===== src/rtl/arc4_pkg.sv =====
// rtl/arc4_pkg.sv - shared ARC4 constants, state encoding and index arithmetic
package arc4_pkg;

    localparam logic [7:0] MSG_LEN_ADDR = 8'd0;
    localparam int         S_SIZE       = 256;

    typedef enum logic [3:0] {
        IDLE,
        LEN_RD,
        LEN_CAP,
        I_RD,
        I_CAP,
        J_RD,
        J_CAP,
        W_I,
        W_J,
        PAD_RD,
        PT_WR
    } prga_state_t;

    // Index arithmetic is always modulo S_SIZE, i.e. plain 8-bit truncation.
    function automatic logic [7:0] idx_add(input logic [7:0] a, input logic [7:0] b);
        return a + b;
    endfunction

endpackage


===== src/rtl/prga_if.sv =====
// rtl/prga_if.sv - start handshake plus S, ciphertext and plaintext memory ports
interface prga_if;
    logic       en;
    logic       rdy;
    logic [7:0] s_addr;
    logic [7:0] s_wrdata;
    logic [7:0] s_rddata;
    logic       s_wren;
    logic [7:0] ct_addr;
    logic [7:0] ct_rddata;
    logic [7:0] pt_addr;
    logic [7:0] pt_wrdata;
    logic       pt_wren;

    modport master (
        input  en, s_rddata, ct_rddata,
        output rdy, s_addr, s_wrdata, s_wren, ct_addr, pt_addr, pt_wrdata, pt_wren
    );

    modport slave (
        output en, s_rddata, ct_rddata,
        input  rdy, s_addr, s_wrdata, s_wren, ct_addr, pt_addr, pt_wrdata, pt_wren
    );
endinterface


===== src/rtl/prga.sv =====
// rtl/prga.sv - ARC4 keystream generator decrypting ct memory into pt memory
module prga
    import arc4_pkg::*;
(
    input  logic    clk,
    input  logic    rst_n,
    prga_if.master  bus
);

    prga_state_t state_q, state_d;
    logic [7:0]  i_q, i_d;
    logic [7:0]  j_q, j_d;
    logic [7:0]  k_q, k_d;
    logic [7:0]  len_q, len_d;
    logic [7:0]  si_q, si_d;
    logic [7:0]  sj_q, sj_d;
    logic [7:0]  ctk_q, ctk_d;

    logic        rdy;
    logic [7:0]  s_addr, s_wrdata, ct_addr, pt_addr, pt_wrdata;
    logic        s_wren, pt_wren;

    always_ff @(posedge clk or negedge rst_n) begin
        if (!rst_n) begin
            state_q <= IDLE;
            i_q     <= 8'd0;
            j_q     <= 8'd0;
            k_q     <= 8'd0;
            len_q   <= 8'd0;
            si_q    <= 8'd0;
            sj_q    <= 8'd0;
            ctk_q   <= 8'd0;
        end else begin
            state_q <= state_d;
            i_q     <= i_d;
            j_q     <= j_d;
            k_q     <= k_d;
            len_q   <= len_d;
            si_q    <= si_d;
            sj_q    <= sj_d;
            ctk_q   <= ctk_d;
        end
    end

    // Outputs decode purely from state so the async reset clears them at once.
    always_comb begin
        state_d   = state_q;
        i_d       = i_q;
        j_d       = j_q;
        k_d       = k_q;
        len_d     = len_q;
        si_d      = si_q;
        sj_d      = sj_q;
        ctk_d     = ctk_q;
        rdy       = 1'b0;
        s_addr    = 8'd0;
        s_wrdata  = 8'd0;
        s_wren    = 1'b0;
        ct_addr   = 8'd0;
        pt_addr   = 8'd0;
        pt_wrdata = 8'd0;
        pt_wren   = 1'b0;

        case (state_q)
            IDLE: begin
                rdy = 1'b1;
                if (bus.en) state_d = LEN_RD;
            end
            LEN_RD: begin
                ct_addr = MSG_LEN_ADDR;
                state_d = LEN_CAP;
            end
            LEN_CAP: begin
                len_d     = bus.ct_rddata;
                pt_addr   = MSG_LEN_ADDR;
                pt_wrdata = bus.ct_rddata;
                pt_wren   = 1'b1;
                i_d       = 8'd0;
                j_d       = 8'd0;
                k_d       = 8'd1;
                state_d   = (bus.ct_rddata == 8'd0) ? IDLE : I_RD;
            end
            I_RD: begin
                i_d     = idx_add(i_q, 8'd1);
                s_addr  = idx_add(i_q, 8'd1);
                state_d = I_CAP;
            end
            I_CAP: begin
                si_d    = bus.s_rddata;
                j_d     = idx_add(j_q, bus.s_rddata);
                state_d = J_RD;
            end
            J_RD: begin
                s_addr  = j_q;
                state_d = J_CAP;
            end
            J_CAP: begin
                sj_d    = bus.s_rddata;
                ct_addr = k_q;
                state_d = W_I;
            end
            W_I: begin
                s_addr   = i_q;
                s_wrdata = sj_q;
                s_wren   = 1'b1;
                ctk_d    = bus.ct_rddata;
                state_d  = W_J;
            end
            W_J: begin
                // When i==j this rewrites the value W_I just stored, leaving S unchanged.
                s_addr   = j_q;
                s_wrdata = si_q;
                s_wren   = 1'b1;
                state_d  = PAD_RD;
            end
            PAD_RD: begin
                s_addr  = idx_add(si_q, sj_q);
                state_d = PT_WR;
            end
            PT_WR: begin
                pt_addr   = k_q;
                pt_wrdata = bus.s_rddata ^ ctk_q;
                pt_wren   = 1'b1;
                if (k_q == len_q) begin
                    state_d = IDLE;
                end else begin
                    k_d     = idx_add(k_q, 8'd1);
                    state_d = I_RD;
                end
            end
            default: state_d = IDLE;
        endcase
    end

    assign bus.rdy       = rdy;
    assign bus.s_addr    = s_addr;
    assign bus.s_wrdata  = s_wrdata;
    assign bus.s_wren    = s_wren;
    assign bus.ct_addr   = ct_addr;
    assign bus.pt_addr   = pt_addr;
    assign bus.pt_wrdata = pt_wrdata;
    assign bus.pt_wren   = pt_wren;

endmodule


===== src/flat_wrapper.sv =====
// flat-port wrapper written by rule: the top's interface ports become plain ports
module prga_flat import arc4_pkg::*;
  (clk, rst_n, bus_en, bus_s_rddata, bus_ct_rddata, bus_rdy, bus_s_addr, bus_s_wrdata, bus_s_wren, bus_ct_addr, bus_pt_addr, bus_pt_wrdata, bus_pt_wren);
  prga_if bus_i ();
  input  logic clk;
  input  logic rst_n;
  input wire logic [$bits(bus_i.en)-1:0] bus_en;
  input wire logic [$bits(bus_i.s_rddata)-1:0] bus_s_rddata;
  input wire logic [$bits(bus_i.ct_rddata)-1:0] bus_ct_rddata;
  output wire logic [$bits(bus_i.rdy)-1:0] bus_rdy;
  output wire logic [$bits(bus_i.s_addr)-1:0] bus_s_addr;
  output wire logic [$bits(bus_i.s_wrdata)-1:0] bus_s_wrdata;
  output wire logic [$bits(bus_i.s_wren)-1:0] bus_s_wren;
  output wire logic [$bits(bus_i.ct_addr)-1:0] bus_ct_addr;
  output wire logic [$bits(bus_i.pt_addr)-1:0] bus_pt_addr;
  output wire logic [$bits(bus_i.pt_wrdata)-1:0] bus_pt_wrdata;
  output wire logic [$bits(bus_i.pt_wren)-1:0] bus_pt_wren;
  assign bus_i.en = bus_en;
  assign bus_i.s_rddata = bus_s_rddata;
  assign bus_i.ct_rddata = bus_ct_rddata;
  assign bus_rdy = bus_i.rdy;
  assign bus_s_addr = bus_i.s_addr;
  assign bus_s_wrdata = bus_i.s_wrdata;
  assign bus_s_wren = bus_i.s_wren;
  assign bus_ct_addr = bus_i.ct_addr;
  assign bus_pt_addr = bus_i.pt_addr;
  assign bus_pt_wrdata = bus_i.pt_wrdata;
  assign bus_pt_wren = bus_i.pt_wren;
  prga u_core (.clk(clk), .rst_n(rst_n), .bus(bus_i));
endmodule

===== config.mk =====
export PLATFORM = sky130hd
export DESIGN_NAME = prga_flat
export DESIGN_NICKNAME = d
export VERILOG_FILES = /design/src/rtl/arc4_pkg.sv /design/src/rtl/prga_if.sv /design/src/rtl/prga.sv /design/src/flat_wrapper.sv
export SDC_FILE = /design/constraint.sdc
export NUM_CORES = 1
export LEC_CHECK = 0
export BUFFER_PORTS_ARGS = -buffer_cell sky130_fd_sc_hd__buf_4
export CORE_ASPECT_RATIO = 1.5
export CORE_UTILIZATION = 57
export CTS_CLUSTER_DIAMETER = 120
export DETAILED_ROUTE_END_ITERATION = 10
export PLACE_DENSITY = 0.8
export SLEW_MARGIN = 20
export SYNTH_ARGS = -nofsm -noshare
export SYNTH_HDL_FRONTEND = slang
export SYNTH_SLANG_ARGS = --single-unit
export TNS_END_PERCENT = 50

===== constraint.sdc =====
create_clock -name clk -period 2 [get_ports clk]
set_input_delay 0 -clock clk [delete_from_list [all_inputs] [get_ports clk]]
set_output_delay 0 -clock clk [all_outputs]
set_load 0.1 [all_outputs]

==> summary.md, run 1 <==
| Metric | Value |
|---|---|
| Status | `complete, but fails checks` |
| Failing checks | `setup timing` |
| FILL cells | `380` |
| Mean routed wirelength per cell | `20.8 um` |
| DRC viols | `0` |
| Crit path cell chain | `ha_2 > fa_2 > a21o_1 > a21oi_2 > nor2_1 > mux2i_1 > nand4_1 > buf_12` |
| Total of max-cap violations | `0` |
| R2r endpoint | `u_core.j_q[6]$_DFFE_PN0P_` |
| Slew Limit Headroom | `47.8%` |
| Net count, final | `571` |
| Slew of the pin with the lowest slew margin | `783 ps` |
| Yosys top cell area share | `39.4%` |
| Setup violators final | `9` |
| Worst Reg2Reg Path Length in Cells | `7` |
| Total Routed Length | `12800 um` |
| GP Congestion | `0.912` |
| Critical path peak fanout | `2` |
| DRT Pass-1 Iters | `5` |
| Cell count after synthesis | `417` |
| Static leakage | `2.48 nW` |
| Worst Hold Launch | `bus_en` |
| CP delay by family, top | `adder cells` |
| Yosys cell types | `51` |
| WHS Endpoint | `u_core.state_q[0]$_DFFE_PN0P_` |
| Antenna violations before repair | `0` |
| H-tree depth | `3` |
| Die width | `68.7 um` |
| Cell taking the most area after synthesis | `dfrtp_1` |
| Worst setup SP type | `flip-flop` |
| Dominant synthesized flop cell | `dfrtp_1` |
| Min setup slack post-route | `-326 ps` |
| Total track usage | `33.6%` |
| Cell Area, Synth | `3810 um2` |
| # IOs | `62` |
| Crit Path Class | `flip-flop to output port` |
| WP data required | `2000 ps` |
| Post-DP HPWL | `7750 um` |
| Most common cell in the netlist | `nand2_1` |
| Max Fclk | `430 MHz` |
| 1st-iter DRT viols | `252` |
| CTS buffer count | `9` |
| Register area | `1510 um2` |
| Largest net degree at the start of global routing | `61` |
| Mapped Avg Cell Area | `9.13 um2` |
| Post-synth EDFFs | `0` |
| Reg2Reg Launch Point | `u_core.j_q[0]$_DFFE_PN0P_` |
| Layout cells sized above 1 | `36.2%` |
| Clock buffer depth | `2` |
| Fin crit period | `2330 ps` |
| Number of global-route vias before repair | `3524` |
| Core area | `6490 um2` |
| Syn_nets | `454` |
| Fin. max-slew vios | `0` |
| Power consumption | `9.65 mW` |
| Tcrit/Tclk final | `116%` |
| Number of nets with antenna violations after routing | `0` |
| Hold Path Depth | `4` |
| Crit path largest cell delay | `400 ps` |
| Rows | `36` |
| Seq cells post-synth | `60` |
| RSZ-0062 raised after global routing | `yes` |
| Synth area leaders | `dfrtp_1 (39%), nand2_1 (7.1%), mux2_2 (5.3%)` |
| First-pass GRT wire length | `16900 um` |
| Ys Warns | `0` |
| R2R setup slack | `60 ps` |
| Antenna Cells | `0` |
| Multi-input logic area | `2440 um2` |
| PwrDens | `1800 nW/um2` |
| Critical path buffers and inverters | `1` |
| Clock root cell | `clkbuf_8` |
| Share of synthesized registers carrying an async set or reset | `100%` |
| Post-layout util | `82.6%` |
| Grt ovf | `0` |
| Critical Path AT | `2330 ps` |
| Drt via density | `6.38` |
| Clock sinks | `60` |
| Clock skew | `9.92 ps` |
| Worst skew pair latency | `360 ps` |
| Initial Utilization | `58.7%` |
| Worst-path clk slew | `80 ps` |
| # port buffers | `61` |
| Seq/Total Area, Yosys | `39.4%` |
| Max VDD drop | `0.00124 V` |
| Hold WC Path Type | `input port to flip-flop` |
| Final setup TNS | `-1430 ps` |
| CTS tree | `yes` |
| Synth top cells by count | `nand2_1 (72), dfrtp_1 (60), o21ai_0 (33), nor2_1 (28), a21oi_1 (22)` |
| Die footprint | `7010 um2` |
| CP max stage cell | `dfrtp_1` |
| Die Ht | `102 um` |
| Via count | `3926` |
| Nature of the critical path endpoint | `output port` |
| Final-report hold violation count | `0` |
| Layout area overhead | `40.8%` |
[worst min-delay path: cells and delay by family]
kind            cells  cell delay [ps]
buf+inv             1               70
compound gates      2              240
simple gates        1              110
[power by group]
group          internal, mW  total (mW)  switching [mW]  leakage, nW
logic                  2.54        6.32            3.78         1.65
clock network         0.460        1.03           0.572       0.0795
registers              1.69        2.30           0.613        0.746
total                  4.69        9.65            4.97         2.48
[cell type report]
type | instances | share of cell area, %
multi-input combinational | 333 | 45.5
sequential | 60 | 28.1
timing repair buffer | 124 | 20.9
clock buffer | 10 | 2.38
tap | 76 | 1.77
clock inverter | 6 | 0.911
inverter | 6 | 0.420
[layer usage]
metal  GRT usage (%)  vias to the layer above  wire length, um
li1                -                     1706                -
met1            36.9                     1916             4570
met2            57.9                      228             6650
met3            5.58                       76              747
met4            21.8                        0              858
met5               0                        -                0
[through the flow]
step / instance area [um2] / worst slack (ps) / hold slack (ps) / cells
after global placement: 4560 / 68.8 / 121 / 564
after global routing: 5360 / -435 / 185 / 615
after floorplan: 3870 / -796 / -296 / 417
after detailed placement: 4560 / 81.2 / 128 / 564
final: 5360 / -326 / 114 / 615
after CTS: 5100 / -228 / 95.3 / 608
[timing repair]
action	4_1_cts	5_1_grt
cloned	0	0
pin swaps	10	13
gates resized for setup	26	47
endpoints found under the setup margin	21	25
setup buffers	11	7
hold buffers	17	0
hold endpoints to repair	92	0
[flip-flops by register name, summed over array words and instances, names as in the netlist]
name	flops
u_core.state_q	4
u_core.k_q	8
u_core.ctk_q	8
u_core.sj_q	8
u_core.i_q	8
u_core.len_q	8
u_core.si_q	8
u_core.j_q	8
[cell usage in the layout (no fill, tap or decap), types with 16 or more instances in the layout]
cell / count
dlygate4sd3_1: 17
nor2_1: 25
a22o_1: 16
nand2_1: 71
buf_4: 83
a21oi_1: 16
dfrtp_1: 55
xnor2_1: 17
o21ai_0: 21
mux2_2: 18
buf_6: 17
[cells by family (layout without fill, tap and decap cells)]
kind of cell / after synthesis / in the layout / share of synthesized area (%)
adder cells (fa/ha/maj): 18 / 18 / 6.31
multiplexers: 22 / 22 / 6.38
AO/OA/AOI/OAI: 97 / 97 / 16.4
XOR/XNOR: 32 / 32 / 7.36
flip-flops: 60 / 60 / 39.4
buffers and inverters: 24 / 146 / 2.89
AND/OR/NAND/NOR: 164 / 164 / 21.2
[how the worst max path moves through the flow]
stage / start / end / cells after the start
after global routing: u_core.sj_q[0]$_DFFE_PN0N_ / bus_s_addr[6] / 8
after CTS: u_core.sj_q[0]$_DFFE_PN0N_ / bus_s_addr[4] / 7
after detailed placement: u_core.sj_q[0]$_DFFE_PN0N_ / bus_s_addr[4] / 7
final: u_core.si_q[0]$_DFFE_PN0P_ / bus_s_addr[6] / 8
after floorplan: u_core.sj_q[0]$_DFFE_PN0N_ / bus_s_addr[4] / 6
after global placement: u_core.state_q[0]$_DFFE_PN0P_ / bus_s_addr[0] / 6
No activity file was read; power rests on OpenSTA's default activity.
==> run 2: changes to the inputs <==
--- a/config.mk
+++ b/config.mk
@@ -7,10 +7,12 @@
 export LEC_CHECK = 0
 export BUFFER_PORTS_ARGS = -buffer_cell sky130_fd_sc_hd__buf_4
 export CORE_ASPECT_RATIO = 1.5
+export CORE_MARGIN = 2
 export CORE_UTILIZATION = 57
 export CTS_CLUSTER_DIAMETER = 120
 export DETAILED_ROUTE_END_ITERATION = 10
 export PLACE_DENSITY = 0.8
+export SETUP_SLACK_MARGIN = 0.2
 export SLEW_MARGIN = 20
 export SYNTH_ARGS = -nofsm -noshare
 export SYNTH_HDL_FRONTEND = slang
==> constraint.sdc (replaced) <==
create_clock -name clk -period 2.27 [get_ports clk]
set_input_delay 0 -clock clk [delete_from_list [all_inputs] [get_ports clk]]
set_output_delay 0 -clock clk [all_outputs]
set_load 0.1 [all_outputs]
==> summary.md, run 2 (same netlist as run 1, synthesis figures left out) <==
| Metric | Value |
|---|---|
| H-tree depth | `3` |
| CTS buffer count | `9` |
| Setup violators final | `2` |
| Worst skew pair latency | `360 ps` |
| Total of max-cap violations | `0` |
| Clock sinks | `60` |
| Total track usage | `31.9%` |
| First-pass GRT wire length | `18200 um` |
| Worst hold margin | `151 ps` |
| Grt ovf | `0` |
| Critical path peak fanout | `2` |
| R2r endpoint | `u_core.state_q[1]$_DFFE_PN0P_` |
| Clock skew | `4.96 ps` |
| R2R setup slack | `270 ps` |
| 1st-iter DRT viols | `336` |
| Flop pwr share | `24.2%` |
| PwrDens | `1570 nW/um2` |
| Slew of the pin with the lowest slew margin | `790 ps` |
| Net count, final | `559` |
| RSZ-0062 raised after global routing | `yes` |
| Clock Power Share | `13.2%` |
| Worst Reg2Reg Path Length in Cells | `4` |
| Number of global-route vias before repair | `3704` |
| Min setup slack post-route | `-66.0 ps` |
| Mean routed wirelength per cell | `20.1 um` |
| Sw frac | `50.0%` |
| Drt via density | `6.18` |
| # port buffers | `61` |
| Worst setup SP type | `flip-flop` |
| Final-report hold violation count | `0` |
| Total Routed Length | `12100 um` |
| Post-DP HPWL | `7900 um` |
| Placed Cells | `553` |
| Clock buffer depth | `2` |
| Fin. max-slew vios | `0` |
| Layout cells sized above 1 | `33.4%` |
| Status | `complete, but fails checks` |
| Slew Limit Headroom | `47.3%` |
| WHS Endpoint | `u_core.state_q[0]$_DFFE_PN0P_` |
| Crit Path Class | `flip-flop to output port` |
| GP Congestion | `1.02` |
| Switching pwr | `4.13 mW` |
| Post-Layout Cell Count | `603` |
| Max VDD drop | `0.00123 V` |
| Die footprint | `7360 um2` |
| Antenna Cells | `0` |
| Internal power | `4.13 mW` |
| Largest net degree at the start of global routing | `61` |
| Clock root cell | `clkbuf_8` |
| Critical Path AT | `2340 ps` |
| Comb power frac | `62.6%` |
| Rows | `36` |
| Max Fclk | `428 MHz` |
| Layout area overhead | `38.4%` |
| Nature of the critical path endpoint | `output port` |
| Number of nets with antenna violations after routing | `0` |
| Static leakage | `2.43 nW` |
| DRC viols | `0` |
| Most frequent cells in the layout | `buf_4 (73), nand2_1 (72), dfrtp_1 (53), nor2_1 (25), o21ai_0 (22)` |
| DRT Pass-1 Iters | `5` |
| Core area | `6490 um2` |
| Via count | `3729` |
| Initial Utilization | `58.7%` |
| WP data required | `2270 ps` |
| CTS tree | `yes` |
| Tcrit/Tclk final | `103%` |
| Commonest non-fill, non-tap cell in the layout | `buf_4` |
| Worst-path clk slew | `70 ps` |
| Reg2Reg Launch Point | `u_core.k_q[1]$_DFFE_PN0P_` |
| Fin crit period | `2340 ps` |
| Die Ht | `104 um` |
| Die width | `70.7 um` |
| Worst Hold Launch | `bus_en` |
| Antenna violations before repair | `0` |
| Hold Path Depth | `4` |
| Failing checks | `setup timing` |
| Hold WC Path Type | `input port to flip-flop` |
| # IOs | `62` |
run 2: cell count changes in the layout (fill, tap and decap cells not counted), moves of 2 or more:
cell / delta
clkinvlp_4: -2
dfrtp_2: +2
buf_12: -3
a21oi_2: -4
bufinv_16: +2
ha_1: +2
inv_6: -2
nor2_4: +2
a21oi_1: +3
nor2_2: -2
buf_4: -10
dfrtp_1: -2
o21ai_2: -2
run 2: power groups by stage:
| stage | combinational (mW) | sequential, mW | clock, mW |
|---|---|---|---|
| after floorplan | 3.40 | 1.76 | 0 |
| after global placement | 4.20 | 1.91 | 0 |
| after detailed placement | 4.27 | 1.93 | 0 |
| after CTS | 4.56 | 1.94 | 1.09 |
| after global routing | 5.47 | 2.03 | 1.14 |
| final | 5.17 | 2.00 | 1.09 |
run 2: how the worst max path moves through the flow:
stage	cells past startpoint	end	slack [ps]	from
after floorplan	6	bus_s_addr[4]	-530	u_core.sj_q[0]$_DFFE_PN0N_
after global placement	6	bus_s_addr[0]	240	u_core.state_q[1]$_DFFE_PN0P_
after detailed placement	6	bus_s_addr[0]	200	u_core.state_q[1]$_DFFE_PN0P_
after CTS	8	bus_s_addr[6]	50	u_core.sj_q[0]$_DFFE_PN0N_
after global routing	7	bus_s_addr[4]	-110	u_core.sj_q[0]$_DFFE_PN0N_
final	7	bus_s_addr[4]	-70	u_core.sj_q[0]$_DFFE_PN0N_
run 2: metrics by stage:
stage	worst slack, ps	area [um2]	util (%)	TNS [ps]	power, mW
6_report	-66.0	5270	81.2	-73.8	8.26
5_1_grt	-109	5270	81.2	-184	8.64
4_1_cts	51.5	5010	77.3	0	7.59
3_5_place_dp	196	4450	68.7	0	6.20
3_3_place_gp	235	4450	68.7	0	6.11
2_1_floorplan	-527	3850	-	-1650	5.16
run 2: repair_timing:
item,CTS,global route
pin swaps,7,11
gates cloned,1,0
buffers inserted,7,9
hold buffers,17,0
endpoints found under the hold margin,92,0
setup endpoints to repair,18,41
resized for setup,26,45
run 2: layer usage:
metal  routed length, um  part of all wire (%)  track usage, %  up-vias
li1                    -                     -               -     1688
met1                4350                    36            35.4     1794
met2                6390                    53            55.5      192
met3                 708                   5.8            6.01       55
met4                 678                   5.6            18.6        0
met5                   0                     0               0        -
run 2: layout make-up:
type                    count  area [um2]
multi-input cells         334        2440
flip-flops and latches     60        1510
fillers                   411        1220
repair buffers            111         981
clock buffers              12         145
well taps                  76        95.1
clock inverters             4        72.6
inverters                   6        22.5
run 2: critical path: stages, from the launching register on:
cell	delay (ps)
dfrtp_1	440
ha_4	200
fa_2	340
a21o_1	180
a21oi_2	180
xnor2_1	90
o211ai_1	270
buf_6	270
==> run 3: changes to the inputs <==
--- a/config.mk
+++ b/config.mk
@@ -8,10 +8,10 @@
 export BUFFER_PORTS_ARGS = -buffer_cell sky130_fd_sc_hd__buf_4
 export CORE_ASPECT_RATIO = 1.5
 export CORE_MARGIN = 2
-export CORE_UTILIZATION = 57
+export CORE_UTILIZATION = 60
 export CTS_CLUSTER_DIAMETER = 120
 export DETAILED_ROUTE_END_ITERATION = 10
-export PLACE_DENSITY = 0.8
+export PLACE_DENSITY = 0.84
 export SETUP_SLACK_MARGIN = 0.2
 export SLEW_MARGIN = 20
 export SYNTH_ARGS = -nofsm -noshare
==> constraint.sdc (replaced) <==
create_clock -name clk -period 2.8 [get_ports clk]
set_input_delay 0 -clock clk [delete_from_list [all_inputs] [get_ports clk]]
set_output_delay 0 -clock clk [all_outputs]
set_load 0.1 [all_outputs]
==> summary.md, run 3 (same netlist as run 1, synthesis figures left out) <==
| Metric | Value |
|---|---|
| Status | `finished clean` |
| Max VDD drop | `0.000810 V` |
| WP data required | `2800 ps` |
| Critical path peak fanout | `16` |
| Worst path most repeated cell | `buf_4` |
| Post-DP HPWL | `7520 um` |
| Clock root cell | `clkbuf_8` |
| DRC viols | `0` |
| Critical Path AT | `2420 ps` |
| CP max stage cell | `dfrtp_1` |
| FILL cells | `421` |
| Final-report hold violation count | `0` |
| Drt via density | `6.14` |
| Nature of the critical path endpoint | `output port` |
| Hold WC Path Type | `input port to flip-flop` |
| Crit Path Class | `flip-flop to output port` |
| CP delay by family, top | `flip-flops` |
| PwrDens | `1240 nW/um2` |
| Clock sinks | `60` |
| Post-CTS setup buffers | `0` |
| Fin crit period | `2420 ps` |
| Multi-input logic area | `2210 um2` |
| DRT Pass-1 Iters | `5` |
| GP Congestion | `0.957` |
| Worst skew pair latency | `340 ps` |
| Worst-path clk slew | `60 ps` |
| Initial Utilization | `62.1%` |
| Register area | `1500 um2` |
| Layout area overhead | `24.6%` |
| Clock skew | `10.4 ps` |
| Total Routed Length | `10600 um` |
| RSZ-0062 raised after global routing | `yes` |
| Tcrit/Tclk final | `86.3%` |
| Layout cells sized above 1 | `22.9%` |
| # IOs | `62` |
| Antenna violations before repair | `0` |
| Commonest non-fill, non-tap cell in the layout | `nand2_1` |
| Most frequent cells in the layout | `nand2_1 (72), buf_4 (70), dfrtp_1 (59), o21ai_0 (32), nor2_1 (28)` |
| H-tree depth | `3` |
| Core area | `6130 um2` |
| 1st-iter DRT viols | `260` |
| Final setup TNS | `0 ps` |
| Static leakage | `2.25 nW` |
| Via count | `3537` |
| Mean routed wirelength per cell | `18.4 um` |
| Die footprint | `7010 um2` |
| Total track usage | `32.1%` |
| Die Ht | `102 um` |
| Max Fclk | `414 MHz` |
| Pre-CTS WS | `632 ps` |
| Total of max-cap violations | `0` |
| Rows | `35` |
| Min setup slack post-route | `384 ps` |
| Clock buffer depth | `2` |
| Number of nets with antenna violations after routing | `0` |
| Worst setup SP type | `flip-flop` |
| CTS tree | `yes` |
| # port buffers | `61` |
| Critical path buffers and inverters | `2` |
| Setup violators final | `0` |
| Net count, final | `534` |
| Slew of the pin with the lowest slew margin | `777 ps` |
| Slew Limit Headroom | `48.2%` |
| Number of global-route vias before repair | `3612` |
| Die width | `69.0 um` |
| Crit path cell chain | `nand2_1 > nor2_1 > buf_4 > a22o_1 > buf_4` |
| Antenna Cells | `0` |
| First-pass GRT wire length | `17500 um` |
| Fin. max-slew vios | `0` |
| CTS buffer count | `9` |
| Largest net degree at the start of global routing | `61` |
| Crit path largest cell delay | `660 ps` |
| Grt ovf | `0` |
run 3: changes by cell type in the layout (fill, tap and decap cells not counted), sizes merged:
cell and change:
buf -24, nand3 -1
run 3: path summary, 6_finish.rpt:
path                                            endpoint  slack (ps)  cells past startpoint                     startpoint
max in group asynchronous  u_core.state_q[0]$_DFFE_PN0P_        1950                      2                          rst_n
max reg2reg                    u_core.k_q[6]$_DFFE_PN0P_         600                      6  u_core.state_q[1]$_DFFE_PN0P_
min                        u_core.state_q[0]$_DFFE_PN0P_          70                      4                         bus_en
min in group asynchronous    u_core.ctk_q[6]$_DFFE_PN0N_         260                      2                          rst_n
max                                      bus_s_wrdata[1]         380                      5  u_core.state_q[1]$_DFFE_PN0P_
min reg2reg                  u_core.ctk_q[5]$_DFFE_PN0N_         500                      2    u_core.ctk_q[5]$_DFFE_PN0N_
run 3: power by group:
| part | total, mW | internal (mW) | switching [mW] | leakage, nW |
|---|---|---|---|---|
| Sequential | 1.62 | 1.20 | 0.424 | 0.751 |
| Combinational | 3.36 | 1.16 | 2.21 | 1.39 |
| Clock | 0.869 | 0.525 | 0.344 | 0.107 |
run 3: area by class of cell:
class | count | area share [%]
Clock inverter | 4 | 1.53
Clock buffer | 12 | 3.06
Timing Repair Buffer | 87 | 14.7
Inverter | 6 | 0.475
Multi-Input combinational cell | 333 | 46.6
Tap cell | 74 | 1.95
Sequential cell | 60 | 31.7
run 3: metrics by stage:
| step | power (mW) | std cells | cell area, um2 | util (%) | hold slack [ps] |
|---|---|---|---|---|---|
| floorplan | 4.12 | 417 | 3820 | - | -296 |
| global placement | 4.82 | 543 | 4350 | 71.0 | 113 |
| detailed placement | 4.90 | 543 | 4350 | 71.0 | 114 |
| CTS | 5.81 | 576 | 4740 | 77.3 | 58.1 |
| global route | 6.23 | 576 | 4740 | 77.3 | 108 |
| finish | 5.86 | 576 | 4740 | 77.3 | 70.0 |
run 3: worst min-delay path, stage by stage:
cell and delay [ps]:
buf_4 80, or4_1 80, o31ai_1 60, a21oi_1 150
run 3: per-layer routing:
layer	wire, um	part of all wire (%)	global-route usage [%]	vias to the layer above
met5	0	0	0	-
met4	465	4.4	18.1	0
met3	437	4.1	6.07	33
met2	5780	55	59.9	155
met1	3910	37	33.6	1717
li1	-	-	-	1632
run 3: timing repair:
item	4_1_cts	5_1_grt
endpoints found under the hold margin	92	0
endpoints found under the setup margin	0	2
gates resized for setup	0	1
hold buffers	17	0
